$ cat src/rtl/ram_pkg.sv
// Shared RAM geometry defaults and the copy-engine state encoding.
package ram_pkg;
  localparam int RAM_DATA_WIDTH = 16;
  localparam int RAM_ADDR_WIDTH = 10;
  localparam int MEM_WORDS      = 1 << RAM_ADDR_WIDTH;

  typedef enum logic [1:0] {
    ST_IDLE,
    ST_RUN,
    ST_DRAIN,
    ST_DONE
  } dma_state_e;
endpackage

$ cat src/rtl/ram_copy_check.sv
// Combinational request validator: rejects copies that run off the end of
// memory or whose destination starts inside the source (forward-unsafe).
module ram_copy_check
  import ram_pkg::*;
#(
  parameter int ADDR_WIDTH = RAM_ADDR_WIDTH
) (
  input  logic [ADDR_WIDTH-1:0] src_addr,
  input  logic [ADDR_WIDTH-1:0] dst_addr,
  input  logic [ADDR_WIDTH:0]   len,
  output logic                  reject
);
  localparam int EW = ADDR_WIDTH + 2;

  logic [EW-1:0] src_end;
  logic [EW-1:0] dst_end;
  logic [EW-1:0] mem_words;
  logic          out_of_range;
  logic          overlap;

  always_comb begin
    src_end      = EW'(src_addr) + EW'(len);
    dst_end      = EW'(dst_addr) + EW'(len);
    mem_words    = EW'(1) << ADDR_WIDTH;
    out_of_range = (src_end > mem_words) || (dst_end > mem_words);
    // dst <= src is safe for a forward copy; only dst strictly inside src is not
    overlap      = (src_addr < dst_addr) && (EW'(dst_addr) < src_end);
    reject       = out_of_range || overlap;
  end
endmodule

$ cat src/rtl/ram_copy_dma.sv
// Block copy engine: reads port A, writes port B one cycle later, one word/clk.
// Latency len+2 cycles from the accepting edge; start is ignored while busy.
module ram_copy_dma
  import ram_pkg::*;
#(
  parameter int DATA_WIDTH = RAM_DATA_WIDTH,
  parameter int ADDR_WIDTH = RAM_ADDR_WIDTH
) (
  input  logic                  clk,
  input  logic                  rst_n,
  input  logic                  start,
  input  logic                  abort,
  input  logic [ADDR_WIDTH-1:0] src_addr,
  input  logic [ADDR_WIDTH-1:0] dst_addr,
  input  logic [ADDR_WIDTH:0]   len,
  output logic                  busy,
  output logic                  done,
  output logic                  err,
  output logic [ADDR_WIDTH:0]   words_done,
  output logic [ADDR_WIDTH-1:0] addr_a,
  output logic                  we_a,
  input  logic [DATA_WIDTH-1:0] q_a,
  output logic [ADDR_WIDTH-1:0] addr_b,
  output logic [DATA_WIDTH-1:0] data_b,
  output logic                  we_b
);
  dma_state_e            state_q, state_d;
  logic [ADDR_WIDTH-1:0] addr_a_q, addr_a_d;
  logic [ADDR_WIDTH-1:0] addr_b_q, addr_b_d;
  logic [ADDR_WIDTH-1:0] dst_q, dst_d;
  logic [ADDR_WIDTH:0]   len_q, len_d;
  logic [ADDR_WIDTH:0]   rd_cnt_q, rd_cnt_d;
  logic [ADDR_WIDTH:0]   words_done_q, words_done_d;
  logic                  rd_vld_q, rd_vld_d;
  logic                  we_b_q, we_b_d;
  logic                  err_q, err_d;
  logic                  reject;

  ram_copy_check #(
    .ADDR_WIDTH(ADDR_WIDTH)
  ) u_check (
    .src_addr(src_addr),
    .dst_addr(dst_addr),
    .len     (len),
    .reject  (reject)
  );

  always_comb begin
    state_d      = state_q;
    addr_a_d     = addr_a_q;
    addr_b_d     = addr_b_q;
    dst_d        = dst_q;
    len_d        = len_q;
    rd_cnt_d     = rd_cnt_q;
    rd_vld_d     = 1'b0;
    we_b_d       = 1'b0;
    err_d        = 1'b0;
    // the write presented this cycle lands at the coming edge
    words_done_d = words_done_q + (ADDR_WIDTH+1)'(we_b_q);

    unique case (state_q)
      ST_IDLE: begin
        if (start) begin
          len_d = len;
          dst_d = dst_addr;
          if (reject) begin
            err_d = 1'b1;
          end else if (len == '0) begin
            words_done_d = '0;
            state_d      = ST_DONE;
          end else begin
            words_done_d = '0;
            addr_a_d     = src_addr;
            rd_cnt_d     = (ADDR_WIDTH+1)'(1);
            rd_vld_d     = 1'b1;
            state_d      = ST_RUN;
          end
        end
      end
      ST_RUN: begin
        if (abort) begin
          state_d = ST_IDLE;
        end else begin
          we_b_d   = rd_vld_q;
          addr_b_d = we_b_q ? addr_b_q + ADDR_WIDTH'(1) : dst_q;
          if (rd_cnt_q == len_q) begin
            state_d = ST_DRAIN;
          end else begin
            addr_a_d = addr_a_q + ADDR_WIDTH'(1);
            rd_cnt_d = rd_cnt_q + (ADDR_WIDTH+1)'(1);
            rd_vld_d = 1'b1;
          end
        end
      end
      ST_DRAIN: begin
        state_d = abort ? ST_IDLE : ST_DONE;
      end
      ST_DONE: begin
        state_d = ST_IDLE;
      end
      default: begin
        state_d = ST_IDLE;
      end
    endcase
  end

  always_ff @(posedge clk or negedge rst_n) begin
    if (!rst_n) begin
      state_q      <= ST_IDLE;
      addr_a_q     <= '0;
      addr_b_q     <= '0;
      dst_q        <= '0;
      len_q        <= '0;
      rd_cnt_q     <= '0;
      words_done_q <= '0;
      rd_vld_q     <= 1'b0;
      we_b_q       <= 1'b0;
      err_q        <= 1'b0;
    end else begin
      state_q      <= state_d;
      addr_a_q     <= addr_a_d;
      addr_b_q     <= addr_b_d;
      dst_q        <= dst_d;
      len_q        <= len_d;
      rd_cnt_q     <= rd_cnt_d;
      words_done_q <= words_done_d;
      rd_vld_q     <= rd_vld_d;
      we_b_q       <= we_b_d;
      err_q        <= err_d;
    end
  end

  assign busy       = (state_q == ST_RUN) || (state_q == ST_DRAIN);
  assign done       = (state_q == ST_DONE);
  assign err        = err_q;
  assign words_done = words_done_q;
  assign addr_a     = addr_a_q;
  assign we_a       = 1'b0;
  assign addr_b     = addr_b_q;
  assign we_b       = we_b_q;
  // read data flows straight through in the cycle it returns
  assign data_b     = we_b_q ? q_a : '0;
endmodule

$ cat config.mk
export PLATFORM = sky130hd
export DESIGN_NAME = ram_copy_dma
export DESIGN_NICKNAME = d
export VERILOG_FILES = /design/src/rtl/ram_pkg.sv /design/src/rtl/ram_copy_check.sv /design/src/rtl/ram_copy_dma.sv
export SDC_FILE = /design/constraint.sdc
export NUM_CORES = 1
export LEC_CHECK = 0
export ABC_AREA = 1
export BUFFER_PORTS_ARGS = -buffer_cell sky130_fd_sc_hd__buf_2
export CORE_ASPECT_RATIO = 0.7
export CORE_UTILIZATION = 55
export CTS_BUF_LIST = sky130_fd_sc_hd__clkbuf_16
export DETAILED_ROUTE_END_ITERATION = 8
export GPL_ROUTABILITY_DRIVEN = 0
export PLACE_DENSITY_LB_ADDON = 0.12
export SYNTH_ARGS = -nofsm -noshare
export SYNTH_HDL_FRONTEND = slang
export SYNTH_SLANG_ARGS = --single-unit
$ cat constraint.sdc
create_clock -name clk -period 2.2 [get_ports clk]
set_input_delay 0.11 -clock clk [delete_from_list [all_inputs] [get_ports clk]]
set_output_delay 0.11 -clock clk [all_outputs]
set_load 0.05 [all_outputs]
==> results of run 1 <==
## per-stage QoR
| step | worst slack [ns] | power (mW) | hold WS (ns) | cells | setup TNS, ns |
|---|---|---|---|---|---|
| floorplan | -0.182 | 5.30 | -0.186 | 799 | -4.93 |
| global placement | -0.566 | 6.28 | 0.190 | 1082 | -17.74 |
| detailed placement | -0.652 | 6.44 | 0.200 | 1082 | -19.86 |
| CTS | -0.129 | 8.42 | 0.0515 | 1113 | -1.90 |
| global route | -0.451 | 9.20 | 0.0794 | 1116 | -13.33 |
| finish | -0.349 | 8.67 | 0.0557 | 1116 | -9.95 |
## cell families after synthesis
| logic type | after synthesis |
|---|---|
| AO/OA/AOI/OAI | 87 |
| multiplexers | 10 |
| AND/OR/NAND/NOR | 416 |
| adder cells (fa/ha/maj) | 49 |
| XOR/XNOR | 31 |
| other | 1 |
| buffers and inverters | 137 |
| flip-flops | 68 |
## state kept, by name, indices dropped and copies added (netlist names)
name and flops:
addr_b 10, len_q 11, rd_vld_q 1, dst_q 10
state_q 2, rd_cnt_q 11, err 1, words_done 11
we_b 1, addr_a 10
## worst paths after layout
kind,from,to,slack [ns],cells after the start
setup / recovery,len[0],rd_cnt_q[6],-0.35,24
hold / removal,start,err,0.06,3
setup reg to reg,state_q[1],addr_a[6],0.02,9
hold reg to reg,rd_vld_q,we_b,0.48,2
max in group asynchronous,rst_n,len_q[4],1.17,3
min in group asynchronous,rst_n,words_done[4],0.37,2
## routing by layer
metal	global-route usage [%]	part of all wire [%]	wire length, um	vias to the layer above
met5	0	0	0	-
met4	9.42	2.3	391	0
met3	5.79	8.6	1460	38
met2	53.0	46	7920	324
met1	43.5	43	7280	2845
li1	-	-	-	2965
## power by group
| part | leakage (nW) | total (mW) | internal (mW) | switching [mW] |
|---|---|---|---|---|
| registers | 0.845 | 2.29 | 1.78 | 0.515 |
| logic | 3.18 | 4.83 | 1.68 | 3.14 |
| clock network | 0.148 | 1.55 | 0.987 | 0.560 |
| total | 4.17 | 8.67 | 4.45 | 4.22 |
## cell usage in the layout, fill, tap and decap left out, drive strengths merged, types with 3 or more instances in the layout
master  count
o22ai       3
nor3       15
o21ai      35
ha         47
nand2     248
dfrtp      68
o21a        5
a21oi      35
xor2       23
nor4        5
inv       114
or2         3
nand4      34
and2        4
clkbuf      9
nor2       56
xnor2       8
nand3      50
buf       192
mux2       10
## repair_timing
item / CTS / global route
hold endpoints to repair: 29 / 0
gates resized for setup: 39 / 49
hold buffers: 1 / 0
setup buffers: 10 / 5
pin swaps: 22 / 40
gates cloned: 5 / 0
setup endpoints to repair: 35 / 36
## final cells by class
cell class | instances | area (um2) | area share (%)
clock buffer | 9 | 225 | 2.95
clock inverter | 6 | 88.8 | 1.16
inverter | 114 | 430 | 5.64
multi-input combinational | 598 | 3660 | 48.0
sequential | 68 | 1700 | 22.3
tap | 128 | 160 | 2.10
timing repair buffer | 193 | 1360 | 17.8
## critical path, stage by stage
cell     delay, ns
buf_8         0.10
ha_4          0.16
fa_2          0.36
nand2_2       0.09
nand2_4       0.06
nand3_4       0.07
nand2_2       0.06
nand2_2       0.07
nand2_2       0.08
ha_4          0.28
inv_4         0.04
nor3_4        0.18
nor3_2        0.07
nand2_1       0.07
nand2_1       0.06
nand2_1       0.09
nand2_1       0.07
nand2_2       0.08
nand3_4       0.12
nand2_8       0.14
buf_6         0.11
nand3_4       0.11
nand2_2       0.12
nand2_1       0.06
==> summary.txt, run 1 <==
Status: finished, violations left
Failing checks: negative setup slack
Routed len/inst: 15.3 um
Chip Height: 86.2 um
Via count: 6172
Row count: 30
Number of global-route vias before repair: 5659
Drt total wl: 17100 um
Worst-path clk slew: 0.06 ns
Area growth, synth to finish: 37.0%
Commonest cells post-synth: nand2_1 (244), inv_1 (113), dfrtp_1 (68)
Type of the most critical hold path: in2reg
PnR worst setup slack: -0.349 ns
Fill cells: 676
Routed Antenna Nets: 0
Max VDD drop: 840 uV
FFs w/ async S/R, synth: 100%
RSZ-0062 raised after global routing: true
Final net count: 1084
Die width: 122 um
GRT Util Overall: 32.3%
Detailed Place HPWL: 12200 um
Combinational family with the most area after synthesis: simple AND/OR/NAND/NOR gates
CTS tree: built
Clock Latency Late Sink: 0.34 ns
Post-Route Utilization: 78.2%
MaxCap Viol Count: 0
H-tree depth: 3
Die area: 0.0105 mm2
Syn_nets: 899
Synth top area cells: dfrtp_1 (31%), nand2_1 (16%), ha_1 (11%)
Detailed Routing Iterations Pass 1: 6
Syn Inst Count: 799
Slew headroom: 50.4%
Clock root cell: clkbuf_16
Post-synth cell types: 45
CP arrival: 2.77 ns
Top achievable clock speed: 392 MHz
Gr ovfl total: 0
CP endpoint kind: register
WS Path Type: in2reg
Starting density of the core: 57.1%
Adder-cell share of the synthesized area: 11.3%
CORE AREA: 0.00976 mm2
Final setup vio count: 36
Vias per cell: 5.53
Fin. max-slew vios: 0
Largest net degree at the start of global routing: 40
Fin area: 0.00763 mm2
Req. time, crit path: 2.42 ns
CTS Buffer Depth: 2
Worst-Margin Slew: 0.744 ns
Dpl cell area: 0.00678 mm2
I/O pins: 103
Period utilisation layout: 116%
Critical Path Fanout Max: 6
Startpoint Class: input pin
Synth warn: 0
XOR/XNOR Fraction of Synth Area: 4.88%
Count leader, synth: nand2_1
PortBufs: 101
Ys flop type: dfrtp_1
Synth Area in Simple Gates: 32.6%
Post-synthesis mux area share: 2.02%
First-pass GRT wire length: 26700 um
Worst clock skew: 0.00746 ns
Synth Area in Compound Gates: 8.67%
Power density cells: 1140 mW/mm2
Leading area contributor after synthesis: dfrtp_1
#FFs+latches synth: 68
Shortest period the worst path allows: 2.55 ns
Initial antenna violation count: 0
Ratio of cells with drive above 1 in the final layout: 28.9%
Avg Inst Size Synth: 6.97 um2
Drt drc: 0
Inserted Clock Buffers: 9
DRT iter0 DRCs: 471
# diodes: 0
Cell Area, Synth: 0.00557 mm2
Final Hold Vio Count: 0
Number of flops mapped to enable cells by yosys: 0
Register area share after synthesis: 30.6%
CTS sink cnt: 68
Lkg Pwr: 4.17 nW
Synth top area share: 30.6%
Power figures use the tool's default switching activity.
==> inputs of run 2 (changes only) <==
- RECOVER_POWER: not set -> 50
==> summary.txt, run 2 (synthesis gave the netlist of run 1 again) <==
Status: finished, violations left
Failing checks: negative setup slack
PnR worst setup slack: -0.348 ns (+0.0000410 ns)
Initial antenna violation count: 0 (unchanged)
Chip Height: 86.2 um (unchanged)
Clock root cell: clkbuf_16
RSZ-0062 raised after global routing: true
Switch share: 49.0% (+0.37 points)
Power density cells: 1140 mW/mm2 (about the same)
Vias per cell: 5.54 (+0.24%)
CTS sink cnt: 68 (unchanged)
Slew headroom: 36.6% (-14 points)
Multi-input gate area: 0.00366 mm2 (unchanged)
Period utilisation layout: 116% (about the same)
Row count: 30 (unchanged)
Lkg Pwr: 4.10 nW (-1.7%)
CP arrival: 2.77 ns (about the same)
Die area: 0.0105 mm2 (unchanged)
Max VDD drop: 841 uV (+0.16%)
WS Path Type: in2reg
Logic pwr share: 55.5% (-0.2 points)
Routed Antenna Nets: 0 (unchanged)
DRT iter0 DRCs: 454 (-3.6%)
Type of the most critical hold path: in2reg
Starting density of the core: 57.1% (unchanged)
CORE AREA: 0.00976 mm2 (unchanged)
Clock Latency Late Sink: 0.33 ns (about the same)
Ratio of cells with drive above 1 in the final layout: 26.7% (-2.2 points)
Top achievable clock speed: 392 MHz (about the same)
Detailed Routing Iterations Pass 1: 6 (unchanged)
I/O pins: 103 (unchanged)
Clock Power Share: 17.9% (about the same)
Reg2reg end: addr_a[6]
Reg2Reg Depth: 9 (unchanged)
H-tree depth: 3 (unchanged)
Most common cell after layout, fill and taps aside: nand2_1
Worst-path clk slew: 0.06 ns (about the same)
Final net count: 1084 (unchanged)
Drt total wl: 17100 um (about the same)
PortBufs: 101 (unchanged)
Gr ovfl total: 0 (unchanged)
Number of global-route vias before repair: 5659 (unchanged)
CTS tree: built
Largest net degree at the start of global routing: 40 (unchanged)
CTS Buffer Depth: 2 (unchanged)
Fill cells: 688 (+1.8%)
Tot Pwr: 8.61 mW (-0.64%)
GRT Util Overall: 32.3% (unchanged)
Register area: 0.00170 mm2 (unchanged)
Detailed Place HPWL: 12200 um (unchanged)
RR Startpoint: state_q[1]
Sequential power share: 26.7% (+0.2 points)
# diodes: 0 (unchanged)
Fin. max-slew vios: 0 (unchanged)
Critical Path Fanout Max: 6 (unchanged)
Area growth, synth to finish: 36.2%
Routed len/inst: 15.3 um (about the same)
Worst hold slack: 0.0603 ns (+0.00461 ns)
Sw power: 4.22 mW (+0.11%)
Drt drc: 0 (unchanged)
Req. time, crit path: 2.42 ns (about the same)
R2R Setup Slk: 0.02 ns (about the same)
MaxCap Viol Count: 0 (unchanged)
Int Pwr: 4.39 mW (-1.4%)
First-pass GRT wire length: 26700 um (unchanged)
# placed instances: 1082 (unchanged)
Die width: 122 um (unchanged)
Via count: 6187 (+0.24%)
Most frequent cells in the layout: nand2_1 (219), inv_1 (109), buf_4 (81)
CP endpoint kind: register
Worst-Margin Slew: 0.951 ns (+0.207 ns)
Final Non-Filler Cells: 1116 (unchanged)
Shortest period the worst path allows: 2.55 ns (-0.0000410 ns)
Inserted Clock Buffers: 9 (unchanged)
HP Start: start
Final setup vio count: 36 (unchanged)
Worst clock skew: 0.00556 ns (-0.00190 ns)
Final Hold Vio Count: 0 (unchanged)
Hold Path Depth: 3 (unchanged)
Hold EP: err
Startpoint Class: input pin
[run 2: area by class of cell]
cell class / instances / area share, %
multi-input cells: 598 / 48.3
flip-flops and latches: 68 / 22.4
repair buffers: 193 / 17.3
inverters: 114 / 5.67
clock buffers: 9 / 2.97
well taps: 128 / 2.11
clock inverters: 6 / 1.17
[run 2: power by group through the flow]
stage	Sequential, mW	Clock [mW]	Combinational [mW]
2_1_floorplan	3.17	0	2.13
3_3_place_gp	2.25	0	4.04
3_5_place_dp	2.28	0	4.16
4_1_cts	2.27	1.55	4.60
5_1_grt	2.37	1.62	5.16
6_report	2.30	1.54	4.78
[run 2: through the flow]
stage	worst slack, ns	util, %	TNS (ns)	cell area [um2]
floorplan	-0.182	-	-4.93	5630
global placement	-0.566	69.5	-17.74	6780
detailed placement	-0.652	69.5	-19.86	6780
CTS	-0.129	76.1	-1.90	7430
global route	-0.451	77.7	-13.33	7580
finish	-0.348	77.7	-9.91	7580
[run 2: worst max-delay path by stage]
stage / from / endpoint / slack (ns) / cells after the start
floorplan: src_addr[0] / addr_a[7] / -0.18 / 23
global placement: len[0] / addr_a[6] / -0.57 / 19
detailed placement: len[0] / rd_cnt_q[2] / -0.65 / 23
CTS: src_addr[1] / addr_a[7] / -0.13 / 24
global route: len[0] / addr_a[4] / -0.45 / 22
finish: len[0] / rd_cnt_q[6] / -0.35 / 24
[run 2: worst max-delay path, cell delays in order]
cell and delay (ns):
buf_8 0.10, ha_4 0.16, fa_2 0.36, nand2_2 0.09, nand2_4 0.06, nand3_4 0.07
nand2_2 0.06, nand2_2 0.07, nand2_2 0.08, ha_4 0.28, inv_4 0.04, nor3_4 0.18
nor3_2 0.07, nand2_1 0.07, nand2_1 0.06, nand2_1 0.09, nand2_1 0.07, nand2_2 0.08
nand3_4 0.12, nand2_8 0.14, buf_6 0.11, nand3_4 0.11, nand2_2 0.12, nand2_1 0.06
[run 2: timing repair]
action / 4_1_cts / 5_1_grt
resized for setup: 39 / 49
buffers inserted: 10 / 5
pin swaps: 22 / 40
hold buffers: 1 / 0
setup endpoints to repair: 35 / 36
cloned: 5 / 0
hold endpoints to repair: 29 / 0
[run 2: metal layers]
layer	track usage, %	wire [um]	vias to the layer above
li1	-	-	2967
met1	43.5	7390	2875
met2	53.0	7930	311
met3	5.79	1350	34
met4	9.42	372	0
met5	0	0	-
==> inputs of run 3 (changes only) <==
- PLACE_DENSITY: not set -> 0.9
- PLACE_DENSITY_LB_ADDON: 0.12 -> not set
==> summary.txt, run 3 (synthesis gave the netlist of run 1 again) <==
Most used cell, CP: nand2_1
Fin. max-slew vios: 0 (unchanged)
# diodes: 0 (unchanged)
Max VDD drop: 816 uV (-3.0%)
Number of global-route vias before repair: 5847 (+3.3%)
Final setup vio count: 36 (unchanged)
Hold Path Depth: 3 (unchanged)
Chip Height: 86.2 um (unchanged)
HP Start: start
CTS Buffer Depth: 2 (unchanged)
Ratio of cells with drive above 1 in the final layout: 27.7% (+1.0 points)
Worst-Margin Slew: 0.970 ns (+0.0183 ns)
WL met3: 1920 um (+42%)
Met2 WL: 8390 um (+5.8%)
Clock Latency Late Sink: 0.33 ns (about the same)
I/O pins: 103 (unchanged)
Critical Path Fanout Max: 13 (+7)
Routed Antenna Nets: 0 (unchanged)
Detailed Place HPWL: 12600 um (+3.2%)
Die area: 0.0105 mm2 (unchanged)
Lkg Pwr: 4.06 nW (-1.1%)
Die width: 122 um (unchanged)
CP arrival: 2.74 ns (-0.03 ns)
Top achievable clock speed: 395 MHz (+0.77%)
Drt drc: 0 (unchanged)
Multi-input gate area: 0.00372 mm2 (+1.5%)
Worst clock skew: 0.00802 ns (+0.00246 ns)
DRT iter0 DRCs: 578 (+27%)
Status: finished, violations left
PortBufs: 101 (unchanged)
Row count: 30 (unchanged)
Inserted Clock Buffers: 9 (unchanged)
Gr ovfl total: 0 (unchanged)
Vias per cell: 5.76 (+4.0%)
Detailed-routing wirelength on met1: 7150 um (-3.3%)
Initial antenna violation count: 0 (unchanged)
Most common cell after layout, fill and taps aside: nand2_1
Tot Pwr: 8.45 mW (-1.9%)
Worst slack at placement: -0.650 ns (+0.00190 ns)
Type of the most critical hold path: in2reg
RR Startpoint: state_q[1]
PnR worst setup slack: -0.329 ns (+0.0195 ns)
Routed len/inst: 16.3 um (+6.9%)
Most frequent cells in the layout: nand2_1 (211), inv_1 (111), buf_4 (81)
Reg2Reg Depth: 9 (unchanged)
WS Path Type: in2reg
GRT Util Overall: 33.8% (+1.5 points)
Fill cells: 697 (+1.3%)
Slew headroom: 35.4% (-1.2 points)
Worst-path clk slew: 0.06 ns (about the same)
Detailed Routing Iterations Pass 1: 6 (unchanged)
CP endpoint kind: register
Fin area: 0.00749 mm2 (-1.3%)
Shortest period the worst path allows: 2.53 ns (-0.0195 ns)
First-pass GRT wire length: 27800 um (+4.0%)
MaxCap Viol Count: 0 (unchanged)
Register area: 0.00170 mm2 (unchanged)
CTS tree: built
Clock root cell: clkbuf_16
H-tree depth: 3 (unchanged)
Critical-path top delay cell: fa_2
Starting density of the core: 57.1% (unchanged)
Reg2reg end: addr_a[3]
Dpl cell area: 0.00677 mm2 (-0.18%)
Final net count: 1079 (-0.46%)
Area growth, synth to finish: 34.4%
Top Metal Used: met4
Drt total wl: 18200 um (+6.6%)
Slowest stage delay, CP: 0.38 ns (+0.02 ns)
Failing checks: negative setup slack
Power density cells: 1130 mW/mm2 (-0.62%)
RSZ-0062 raised after global routing: true
Hold EP: err
Final setup TNS: -9.12 ns (+0.794 ns)
Period utilisation layout: 115% (-0.89 points)
CTS sink cnt: 68 (unchanged)
Critical-path cell list: buf_8 -> ha_4 -> fa_2 -> nand2_2 -> nand2_4 -> nand3_2 -> nand2_1 -> nand2_1 -> nand2_1 -> ha_1 -> inv_2 -> nor3_2 -> nor3_1 -> nand2_1 -> nand2_1 -> nand2_1 -> nand2_1 -> nand2_2 -> nand3_4 -> nand2_8 -> buf_12 -> nand4_1 -> nand2_1
Req. time, crit path: 2.41 ns (about the same)
Startpoint Class: input pin
Worst hold slack: 0.0444 ns (-0.0159 ns)
Final Hold Vio Count: 0 (unchanged)
R2R Setup Slk: -0.07 ns (-0.09 ns)
Largest net degree at the start of global routing: 40 (unchanged)
Via count: 6410 (+3.6%)
CORE AREA: 0.00976 mm2 (unchanged)
## run 3: metal layers
metal / vias up / GRT usage, %
met5: - / 0
met4: 0 / 10.9
met3: 85 / 7.50
met2: 401 / 56.0
met1: 2958 / 43.8
li1: 2966 / -
## run 3: repair_timing
action                                 4_1_cts  5_1_grt
endpoints found under the hold margin       29        0
setup endpoints to repair                   35       36
pin swaps                                   16       20
resized for setup                           42       45
hold buffers                                 1        0
setup buffers                                7        2
gates cloned                                 4        0
## run 3: power by group
| part | switching [mW] | internal, mW |
|---|---|---|
| Combinational | 3.16 | 1.51 |
| Clock | 0.561 | 0.873 |
| Sequential | 0.566 | 1.78 |
| Total | 4.29 | 4.16 |
## run 3: stage by stage
stage / util, % / instances
6_report: 76.7 / 1112
4_1_cts: 75.1 / 1110
2_1_floorplan: - / 799
3_5_place_dp: 69.4 / 1082
3_3_place_gp: 69.4 / 1082
5_1_grt: 76.7 / 1112
## run 3: area by class of cell
cell class,count,area share (%)
Multi-Input combinational cell,598,49.6
Clock inverter,7,0.902
Inverter,114,5.72
Clock buffer,9,3.01
Timing Repair Buffer,188,15.9
Tap cell,128,2.14
Sequential cell,68,22.7
## run 3: worst max-delay path: cells and delay by family
kind                       cells  cell delay [ns]
and+or+nand+nor               17             1.43
adders and majority gates      3             0.83
buffers and inverters          3             0.35
## run 3: how the worst max path moves through the flow
| stage | start | to | slack [ns] |
|---|---|---|---|
| after detailed placement | src_addr[6] | addr_a[3] | -0.65 |
| final | len[0] | addr_a[3] | -0.33 |
| after global routing | len[0] | addr_a[5] | -0.52 |
| after global placement | src_addr[0] | addr_a[4] | -0.50 |
| after CTS | len[0] | addr_a[3] | -0.07 |
| after floorplan | src_addr[0] | addr_a[7] | -0.18 |
